## config.mk

```make
export PLATFORM = sky130hd
export DESIGN_NAME = blind_motion_sequencer
export DESIGN_NICKNAME = d
export VERILOG_FILES = /design/src/rtl/stepper_pkg.sv /design/src/rtl/stepper_phase_gen.sv /design/src/rtl/blind_motion_sequencer.sv
export SDC_FILE = /design/constraint.sdc
export NUM_CORES = 1
export LEC_CHECK = 0
export BUFFER_PORTS_ARGS = -buffer_cell sky130_fd_sc_hd__buf_2
export CORE_ASPECT_RATIO = 1.25
export CORE_UTILIZATION = 60
export DETAILED_ROUTE_END_ITERATION = 7
export GPL_TIMING_DRIVEN = 0
export HOLD_SLACK_MARGIN = 0.12
export PLACE_DENSITY = 0.8
export SETUP_SLACK_MARGIN = 0.2
export SYNTH_ARGS = -nofsm -noshare
export SYNTH_HDL_FRONTEND = slang
export SYNTH_HIERARCHICAL = 1
export SYNTH_SLANG_ARGS = --single-unit
```

## constraint.sdc

```tcl
create_clock -name clk -period 7.5 [get_ports clk]
set_clock_uncertainty 0.05 [all_clocks]
set_input_delay 0.75 -clock clk [delete_from_list [all_inputs] [get_ports clk]]
set_output_delay 0.75 -clock clk [all_outputs]
set_load 0.01 [all_outputs]
```

## src/rtl/stepper_pkg.sv

```systemverilog
// Shared state encoding and coil phase tables for the blind/door stepper.
// Define HALF_STEP_EN for the 8-entry half-step table; otherwise 4-entry full-step.
package stepper_pkg;

  typedef enum logic [2:0] {
    ST_IDLE,
    ST_MOVE_UP,
    ST_MOVE_DOWN,
    ST_HOMING,
    ST_SETTLE,
    ST_FAULT
  } state_e;

`ifdef HALF_STEP_EN
  localparam int unsigned PHASE_N = 8;
`else
  localparam int unsigned PHASE_N = 4;
`endif
  localparam int unsigned PHASE_W = $clog2(PHASE_N);

  typedef logic [PHASE_W-1:0] phase_t;

  function automatic logic [3:0] phase_pattern(input phase_t idx);
    logic [3:0] pat;
`ifdef HALF_STEP_EN
    case (idx)
      3'd0:    pat = 4'b1000;
      3'd1:    pat = 4'b1100;
      3'd2:    pat = 4'b0100;
      3'd3:    pat = 4'b0110;
      3'd4:    pat = 4'b0010;
      3'd5:    pat = 4'b0011;
      3'd6:    pat = 4'b0001;
      default: pat = 4'b1001;
    endcase
`else
    case (idx)
      2'd0:    pat = 4'b1100;
      2'd1:    pat = 4'b0110;
      2'd2:    pat = 4'b0011;
      default: pat = 4'b1001;
    endcase
`endif
    return pat;
  endfunction

endpackage

```

## src/rtl/stepper_phase_gen.sv

```systemverilog
// Coil phase index with advance/retreat; drives the coil pattern while enabled.
// Table size follows HALF_STEP_EN through stepper_pkg.
module stepper_phase_gen
  import stepper_pkg::*;
(
  input  logic       clk,
  input  logic       rst,
  input  logic       advance_i,
  input  logic       retreat_i,
  input  logic       enable_i,
  output logic [3:0] step_out_o
);

  phase_t phase_q, phase_d;

  // Table length is a power of two, so the index wraps naturally in both directions.
  always_comb begin
    phase_d = phase_q;
    if (advance_i)      phase_d = phase_q + PHASE_W'(1);
    else if (retreat_i) phase_d = phase_q - PHASE_W'(1);
  end

  always_ff @(posedge clk) begin
    if (rst) phase_q <= '0;
    else     phase_q <= phase_d;
  end

  assign step_out_o = enable_i ? phase_pattern(phase_q) : 4'b0000;

endmodule

```

## src/rtl/blind_motion_sequencer.sv

```systemverilog
// Motion sequencer: arbitrates buttons, homing and auto go-to onto one 4-coil stepper.
// Build option: HALF_STEP_EN selects half-step coil sequencing (see stepper_pkg).
module blind_motion_sequencer
  import stepper_pkg::*;
#(
  parameter int unsigned STEP_DIV       = 50_000,
  parameter int unsigned POS_W          = 12,
  parameter int unsigned SETTLE_CYC     = 500_000,
  parameter int unsigned MAX_HOME_STEPS = 4095
) (
  input  logic             clk,
  input  logic             rst,
  input  logic             btn_Up,
  input  logic             btn_Down,
  input  logic             stop_Up,
  input  logic             stop_Down,
  input  logic             home_req,
  input  logic             auto_req,
  input  logic [POS_W-1:0] auto_target,
  output logic             auto_busy,
  output logic             auto_done,
  output logic             auto_abort,
  output logic             auto_err,
  output logic [POS_W-1:0] position,
  output logic             homed,
  output logic             fault,
  output logic [3:0]       step_out
);

  localparam int unsigned DIV_W  = $clog2(STEP_DIV + 1);
  localparam int unsigned SET_W  = $clog2(SETTLE_CYC + 1);
  localparam int unsigned HCNT_W = $clog2(MAX_HOME_STEPS + 1);
  localparam logic [POS_W-1:0] POS_MAX = '1;

  // Panel inputs are active-low; synchronisers reset to the released level.
  logic [3:0] sync1_q, sync2_q;
  logic       up_btn, dn_btn, up_lim, dn_lim;

  always_ff @(posedge clk) begin
    if (rst) begin
      sync1_q <= '1;
      sync2_q <= '1;
    end else begin
      sync1_q <= {btn_Up, btn_Down, stop_Up, stop_Down};
      sync2_q <= sync1_q;
    end
  end

  assign up_btn = ~sync2_q[3];
  assign dn_btn = ~sync2_q[2];
  assign up_lim = ~sync2_q[1];
  assign dn_lim = ~sync2_q[0];

  state_e            state_q, state_d;
  logic [DIV_W-1:0]  div_q, div_d;
  logic [SET_W-1:0]  settle_q, settle_d;
  logic [HCNT_W-1:0] hcnt_q, hcnt_d;
  logic [POS_W-1:0]  pos_q, pos_d, target_q, target_d, pos_inc, pos_dec;
  logic homed_q, homed_d, fault_q, fault_d, busy_q, busy_d;
  logic done_q, done_d, abort_q, abort_d, err_q, err_d;
  logic tick, step_up, step_dn, coils_on;

  assign tick    = (div_q == DIV_W'(STEP_DIV - 1));
  assign pos_inc = (pos_q == POS_MAX) ? pos_q : pos_q + 1'b1;
  assign pos_dec = (pos_q == '0)      ? pos_q : pos_q - 1'b1;

  // NOTE: every always_comb output gets a default first so no path leaves it unassigned (no latch).
  always_comb begin
    state_d  = state_q;
    div_d    = '0;
    settle_d = '0;
    hcnt_d   = hcnt_q;
    pos_d    = pos_q;
    target_d = target_q;
    homed_d  = homed_q;
    fault_d  = fault_q;
    busy_d   = busy_q;
    done_d   = 1'b0;
    abort_d  = 1'b0;
    err_d    = auto_req && (state_q != ST_IDLE);
    step_up  = 1'b0;
    step_dn  = 1'b0;

    unique case (state_q)
      ST_IDLE: begin
        // Both buttons pressed together count as neither.
        if (up_btn && !dn_btn) begin
          if (!up_lim) state_d = ST_MOVE_UP;
          err_d = auto_req;
        end else if (dn_btn && !up_btn) begin
          if (!dn_lim) state_d = ST_MOVE_DOWN;
          err_d = auto_req;
        end else if (home_req) begin
          state_d = ST_HOMING;
          hcnt_d  = '0;
          err_d   = auto_req;
        end else if (auto_req) begin
          if (!homed_q) begin
            err_d = 1'b1;
          end else if (auto_target == pos_q) begin
            done_d = 1'b1;
          end else begin
            target_d = auto_target;
            busy_d   = 1'b1;
            state_d  = (auto_target > pos_q) ? ST_MOVE_UP : ST_MOVE_DOWN;
          end
        end
      end

      ST_MOVE_UP: begin
        div_d = tick ? '0 : div_q + 1'b1;
        if (up_lim) begin
          state_d = ST_SETTLE;
          busy_d  = 1'b0;
          done_d  = busy_q && (pos_q == target_q);
          abort_d = busy_q && (pos_q != target_q);
        end else if (busy_q ? (up_btn || dn_btn) : !up_btn) begin
          state_d = ST_SETTLE;
          abort_d = busy_q;
          busy_d  = 1'b0;
        end else if (tick) begin
          step_up = 1'b1;
          pos_d   = pos_inc;
          if (busy_q && (pos_inc == target_q)) begin
            done_d  = 1'b1;
            busy_d  = 1'b0;
            state_d = ST_SETTLE;
          end
        end
      end

      ST_MOVE_DOWN: begin
        div_d = tick ? '0 : div_q + 1'b1;
        if (dn_lim) begin
          state_d = ST_SETTLE;
          pos_d   = '0;
          homed_d = 1'b1;
          busy_d  = 1'b0;
          done_d  = busy_q && (target_q == '0);
          abort_d = busy_q && (target_q != '0);
        end else if (busy_q ? (up_btn || dn_btn) : !dn_btn) begin
          state_d = ST_SETTLE;
          abort_d = busy_q;
          busy_d  = 1'b0;
        end else if (tick) begin
          step_dn = 1'b1;
          pos_d   = pos_dec;
          if (busy_q && (pos_dec == target_q)) begin
            done_d  = 1'b1;
            busy_d  = 1'b0;
            state_d = ST_SETTLE;
          end
        end
      end

      ST_HOMING: begin
        div_d = tick ? '0 : div_q + 1'b1;
        if (dn_lim) begin
          state_d = ST_SETTLE;
          pos_d   = '0;
          homed_d = 1'b1;
        end else if (tick) begin
          // The step attempt after the last allowed one gives up instead of stepping.
          if (hcnt_q == HCNT_W'(MAX_HOME_STEPS)) begin
            state_d = ST_FAULT;
            fault_d = 1'b1;
            homed_d = 1'b0;
          end else begin
            hcnt_d  = hcnt_q + 1'b1;
            step_dn = 1'b1;
            pos_d   = pos_dec;
          end
        end
      end

      ST_SETTLE: begin
        if (settle_q == SET_W'(SETTLE_CYC - 1)) state_d = ST_IDLE;
        else                                   settle_d = settle_q + 1'b1;
      end

      ST_FAULT: ;

      default: state_d = ST_IDLE;
    endcase
  end

  // NOTE: sequential state uses non-blocking assignments so all registers update from pre-edge values.
  always_ff @(posedge clk) begin
    if (rst) begin
      state_q  <= ST_IDLE;
      div_q    <= '0;
      settle_q <= '0;
      hcnt_q   <= '0;
      pos_q    <= '0;
      target_q <= '0;
      homed_q  <= 1'b0;
      fault_q  <= 1'b0;
      busy_q   <= 1'b0;
      done_q   <= 1'b0;
      abort_q  <= 1'b0;
      err_q    <= 1'b0;
    end else begin
      state_q  <= state_d;
      div_q    <= div_d;
      settle_q <= settle_d;
      hcnt_q   <= hcnt_d;
      pos_q    <= pos_d;
      target_q <= target_d;
      homed_q  <= homed_d;
      fault_q  <= fault_d;
      busy_q   <= busy_d;
      done_q   <= done_d;
      abort_q  <= abort_d;
      err_q    <= err_d;
    end
  end

  assign coils_on = (state_q == ST_MOVE_UP) || (state_q == ST_MOVE_DOWN) ||
                    (state_q == ST_HOMING)  || (state_q == ST_SETTLE);

  stepper_phase_gen u_phase (
    .clk        (clk),
    .rst        (rst),
    .advance_i  (step_up),
    .retreat_i  (step_dn),
    .enable_i   (coils_on),
    .step_out_o (step_out)
  );

  assign auto_busy  = busy_q;
  assign auto_done  = done_q;
  assign auto_abort = abort_q;
  assign auto_err   = err_q;
  assign position   = pos_q;
  assign homed      = homed_q;
  assign fault      = fault_q;

endmodule

```

==> impl_results.md, run 1 <==
* Final hold vios at 0
* Reg-to-Reg Start: position[0]
* Via density at 6.21
* LEAKAGE at 2.40 nW
* FF-to-FF setup slack at 3570 ps
* Syn Inst Count at 731
* Number of max-cap violations at 0
* Psw at 0.488 mW
* Fmax at 254 MHz
* Register bit count reported by yosys at 90
* # DRC at 0
* Worst EP arrival at 4160 ps
* Crit-path cells: buf_2 -> inv_1 -> ha_1 -> nor3b_1 -> nand3_2 -> clkbuf_1 -> a21boi_0 -> nor4b_1 -> nand4_1 -> a2111oi_2 -> o2bb2ai_2 -> or4_1 -> a21oi_1
* Pwr Total at 1.36 mW
* Crit start category: register
* Final setup viols at 0
* Main synth FF type: dfxtp_1
* Initial antenna violation count at 0
* Final worst path period share at 0.524
* Sw frac at 0.360
* First-pass GRT wire length at 26.3 mm
* Syn. warnings at 6
* ANT nets after route at 0
* Crit path max fanout at 10
* 1st-iter DRT viols at 441
* Min-Delay Startpoint: sync1_q[1]
* Cts repair resizes at 0
* Worst rel slew slack at 0.502
* Hold-fix buffers, CTS at 0
* Routed length per instance at 17.7 µm
* Critical Path RT at 7730 ps
* # IOs at 42
* Ys async rst share at 0
* Least-Margin Pin Slew at 746 ps
* Synth Area per Inst at 7.87 µm²
* CP max-delay cell: or4_1
* Pins over their slew limit at 0
* Sink Count at 90
* Routed wire length at 16.2 mm
* Max clock buf depth at 2
* Worst-Skew Late Latency at 350 ps
* CTS tree: yes
* Synth Cell Area at 5750 µm²
* # diodes at 0
* Buf+Inv Stages, Crit Path at 3
* Critical path type: register to register
* Chip width at 89.6 µm
* Hold depth at 1
* PortBufs at 41
* Post-CTS setup buffers at 0
* Setup TNS at 0 ps
* Layout area overhead at 11.4%
* Fin Hold WS at 361 ps
* CTS Buf Count at 9
* GPL Wtd Cong at 0.998
* Setup crit end kind: register
* Worst R2R End: state_q[2]
* PwrDens at 212 nW/µm²
* # rows at 39
* DRT Pass-1 Iters at 6
* Total track usage at 0.340
* Final Cell Area at 6400 µm²
* Status: finished clean
* Height of the die at 111 µm
* GRT overflow at 0
* Max VDD drop at 0.164 mV
* Min-Delay Path Class: register to register
* Sequential area share after synthesis at 0.313
* Hpwl dp at 12.6 mm
* Share of power burned in the clock network at 0.327
* Fillers at 798
* Vias in the first global route at 5545
* Share of cells above drive strength 1 at 0.122
* Cell Int Power at 0.868 mW
* Biggest cell delay along the critical path at 520 ps
* Initial Util at 0.624
* Die area at 9980 µm²
* Synth unique cells at 70
* Setup repair after global routing missed its margin: false
* Nets at 828
* Register share of total power at 0.378
* Most common cell after layout, fill and taps aside: nor2_1
* Largest net degree at the start of global routing at 19
* H-tree Lvls at 3
* Most frequent cells in the layout: nor2_1, dfxtp_1, nand2_1, buf_2, xor2_1
* Area of placed instances at 6110 µm²
* Syn_nets at 776
* Via count at 5657
* Core area at 9220 µm²
* Tmin final at 3930 ps
* Post-synth EDFFs at 0
* Worst-path clk slew at 70 ps
* CP delay by family, top: simple AND/OR/NAND/NOR gates
* Comb power frac at 0.294
* Root Driver: clkbuf_16
* Min-Delay Endpoint: sync2_q[1]
* R2R depth at 13
## how the worst max path moves through the flow
| stage | from | to | slack [ps] | cells after the start |
|---|---|---|---|---|
| CTS | position[0] | state_q[2] | 3620 | 13 |
| global placement | position[0] | state_q[2] | 3640 | 13 |
| floorplan | position[0] | state_q[2] | 4230 | 13 |
| global route | position[0] | state_q[2] | 3290 | 13 |
| finish | position[0] | state_q[2] | 3570 | 13 |
| detailed placement | position[0] | state_q[2] | 3640 | 13 |
## worst register-to-register path: cells and delay by family (launching register included)
kind	cells	cell delay (ps)
AND/OR/NAND/NOR	5	1380
AO/OA/AOI/OAI	4	1000
buffers and inverters	3	750
flip-flops	1	420
adder cells (fa/ha/maj)	1	250
## cell type report
cell class / count / area [µm²] / area share
inverter: 28 / 105 / 0.0164
clock inverter: 7 / 68.8 / 0.0107
timing repair buffer: 41 / 205 / 0.0320
sequential: 90 / 1800 / 0.281
multi-input combinational: 573 / 3660 / 0.571
tap: 123 / 154 / 0.0240
clock buffer: 9 / 225 / 0.0352
buffer: 40 / 185 / 0.0289
## cell families after synthesis
kind of cell,count (synthesis),synth area share
AOI/OAI and AO/OA,137,0.156
buffers and inverters,68,0.0505
xor gates and xnor gates,67,0.102
muxes,19,0.0331
DFF,90,0.313
and+or+nand+nor,325,0.290
adders and majority gates,25,0.0544
## metrics by stage
stage	worst slack (ps)	util	std cells
after floorplan	4230	-	731
after global placement	3640	0.662	895
after detailed placement	3640	0.662	895
after CTS	3620	0.694	911
after global routing	3290	0.694	911
final	3570	0.694	911
## power groups by stage
stage / clock network [mW] / logic [mW] / registers (mW)
2_1_floorplan: 0 / 0.282 / 0.520
3_3_place_gp: 0 / 0.379 / 0.523
3_5_place_dp: 0 / 0.386 / 0.524
4_1_cts: 0.446 / 0.390 / 0.513
5_1_grt: 0.467 / 0.431 / 0.518
6_report: 0.444 / 0.399 / 0.513
## synthesized netlist by cell type, drive strengths merged, types with 3 or more instances
master / instances / area, µm²
or2: 12 / 75.1
a211oi: 6 / 50.1
nand2b: 7 / 43.8
o21a: 4 / 30.0
a31oi: 11 / 68.8
a21o: 5 / 37.5
a21oi: 36 / 180
xnor2: 27 / 236
nor4b: 5 / 50.0
a22o: 3 / 26.3
nor2b: 7 / 43.8
o22ai: 6 / 37.5
and3: 9 / 56.3
clkbuf: 26 / 97.6
o21ai: 31 / 155
and4: 6 / 52.6
xor2: 40 / 350
or4: 3 / 22.5
or3: 6 / 37.5
inv: 28 / 105
a311oi: 4 / 35.0
nor3b: 3 / 22.5
nor4: 7 / 65.1
buf: 14 / 87.6
nand3: 40 / 218
nor3: 23 / 115
nand4: 26 / 184
nand2: 52 / 195
a22oi: 4 / 30.0
ha: 25 / 313
a21boi: 3 / 22.5
o31ai: 5 / 37.5
mux2i: 19 / 190
dfxtp: 90 / 1800
nor2: 110 / 413
## layer usage
layer,share of wire,up-vias,GRT usage
met4,0.050,0,0.185
met2,0.51,253,0.608
met5,0,-,0
met1,0.38,2645,0.371
met3,0.055,63,0.0541
li1,-,2696,-
## registers in the layout, summed over array words and instances, names as in the netlist
register,cells
sync1_q,4
fault,1
auto_err,1
auto_done,1
state_q,3
u_phase/phase_q,2
div_q,16
auto_abort,1
homed,1
hcnt_q,12
auto_busy,1
position,12
target_q,12
settle_q,19
sync2_q,4
No activity file was read; power rests on OpenSTA's default activity.
==> run 2: changes to the inputs <==
--- a/config.mk
+++ b/config.mk
@@ -5,6 +5,7 @@
 export SDC_FILE = /design/constraint.sdc
 export NUM_CORES = 1
 export LEC_CHECK = 0
+export ABC_AREA = 1
 export BUFFER_PORTS_ARGS = -buffer_cell sky130_fd_sc_hd__buf_2
 export CORE_ASPECT_RATIO = 1.25
 export CORE_UTILIZATION = 60
==> constraint.sdc (replaced) <==
create_clock -name clk -period 3.8 [get_ports clk]
set_clock_uncertainty 0.05 [all_clocks]
set_input_delay 0.38 -clock clk [delete_from_list [all_inputs] [get_ports clk]]
set_output_delay 0.38 -clock clk [all_outputs]
set_load 0.01 [all_outputs]
==> impl_results.md, run 2 <==
* Most common cell in the synthesized netlist: nand2_1
* 1st-iter DRT viols at 402
* Total track usage at 0.337
* Sequential area share after synthesis at 0.300
* Setup repair after global routing missed its margin: false
* Post-synth top area share at 0.300
* PwrDens at 693 nW/µm²
* LEAKAGE at 3.02 nW
* Hpwl dp at 12.9 mm
* Cts repair resizes at 0
* Max clock buf depth at 2
* # rows at 40
* Multi-input gate area at 3580 µm²
* Via count at 6222
* First-pass GRT wire length at 27.4 mm
* Tmin final at 2810 ps
* Synth Cell Area at 6010 µm²
* Final worst path period share at 0.739
* Syn. warnings at 6
* Crit path max fanout at 10
* Least-Margin Pin Slew at 874 ps
* Largest area contributor in the netlist: dfxtp_1
* # diodes at 0
* Critical Path RT at 3990 ps
* # IOs at 42
* Die area at 10400 µm²
* Top cells by instance count after synthesis: nand2_1, inv_1, nor2_1
* Max reg flops at 19
* Register bit count reported by yosys at 90
* Post-CTS setup buffers at 0
* Sequential cell area at 1800 µm²
* Crit start category: register
* Top cells by area, synth: dfxtp_1, nand2_1, inv_1
* CTS tree: yes
* Syn Inst Count at 911
* Nets at 1008
* Setup TNS at 0 ps
* Synth unique cells at 44
* Initial Util at 0.622
* GRT overflow at 0
* Crit-path cells: inv_1 -> nor2_2 -> nand2_1 -> inv_1 -> o21ai_0 -> nand2_1 -> buf_2 -> nor2_1 -> a211oi_1
* Largest net degree at the start of global routing at 17
* CP delay by family, top: simple AND/OR/NAND/NOR gates
* Via density at 5.69
* Vias in the first global route at 5835
* Status: finished clean
* GPL Wtd Cong at 1.03
* Hold-fix buffers, CTS at 0
* Critical path type: register to register
* Number of max-cap violations at 0
* Height of the die at 114 µm
* H-tree Lvls at 3
* Fmax at 356 MHz
* Routed wire length at 16.7 mm
* Biggest registers after layout: settle_q x19, div_q x16
* Chip width at 91.5 µm
* Ys async rst share at 0
* Worst-path clk slew at 70 ps
* Post-synth EDFFs at 0
* Synth Area per Inst at 6.59 µm²
* # DRC at 0
* Setup crit end kind: register
* Most common cell after layout, fill and taps aside: nand2_1
* CP max-delay cell: nor2_2
* Initial antenna violation count at 0
* Fin util at 0.691
* Core area at 9660 µm²
* Min-Delay Path Class: input pin to register
* Layout area overhead at 11.0%
* DRT Pass-1 Iters at 5
* Fillers at 912
* Most frequent cells in the layout: nand2_1, inv_1, nor2_1, dfxtp_1, nand3_1
* ANT nets after route at 0
* Worst EP arrival at 3000 ps
* Sink Count at 90
* Share of cells above drive strength 1 at 0.126
* Reg with most FFs: settle_q
* Buf+Inv Stages, Crit Path at 3
* Final setup viols at 0
* Biggest cell delay along the critical path at 400 ps
* PortBufs at 41
* Worst-Skew Late Latency at 340 ps
* Main synth FF type: dfxtp_1
* Pins over their slew limit at 0
* Syn_nets at 956
* CTS Buf Count at 9
* Routed length per instance at 15.3 µm
* Worst rel slew slack at 0.412
* Root Driver: clkbuf_16
* Max VDD drop at 0.352 mV
* Final hold vios at 0
run 2: changes by cell type after synthesis, sizes merged, moves of 21 or more:
cell,change
xnor2,-25
a21oi,+21
nand2,+155
nand3,+32
inv,+100
run 2: worst paths after layout:
check / from / to / slack (ps) / depth (start not counted)
worst max-delay path: state_q[1] / position[8] / 990 / 9
worst min-delay path: btn_Down / sync1_q[2] / 160 / 2
worst min register to register: sync1_q[1] / sync2_q[1] / 360 / 1
worst max register to register: state_q[1] / position[8] / 990 / 9
run 2: cells by family after synthesis:
family	Yosys count	synth area share
simple gates	493	0.384
buf+inv	149	0.104
compound gates	131	0.125
flops	90	0.300
fa+ha+maj	25	0.0521
xor+xnor	23	0.0348
run 2: layout make-up:
cell class,count,share of cell area
multi-input combinational,672,0.536
sequential,90,0.270
inverter,128,0.0720
clock buffer,9,0.0338
timing repair buffer,41,0.0308
tap,126,0.0236
buffer,21,0.0219
clock inverter,7,0.0113
run 2: stage by stage:
stage / hold slack [ps] / worst slack, ps / total power, mW / area, µm² / cells
6_report: 165 / 991 / 4.62 / 6670 / 1094
5_1_grt: 157 / 836 / 4.96 / 6670 / 1094
4_1_cts: 159 / 1090 / 4.58 / 6670 / 1094
3_5_place_dp: 344 / 1100 / 3.67 / 6370 / 1078
3_3_place_gp: 342 / 1120 / 3.65 / 6370 / 1078
2_1_floorplan: 339 / 1660 / 3.00 / 6010 / 911
run 2: report_power, final:
part	internal (mW)	total (mW)	switching, mW
clock network	0.514	0.899	0.385
logic	0.834	2.59	1.76
registers	1.03	1.14	0.106
total	2.38	4.62	2.25
run 2: metal layers:
layer	vias up	track usage	wire [µm]
met5	-	0	0
met4	0	0.247	1140
met3	78	0.0500	1020
met2	241	0.582	7980
met1	2788	0.377	6590
li1	3115	-	-
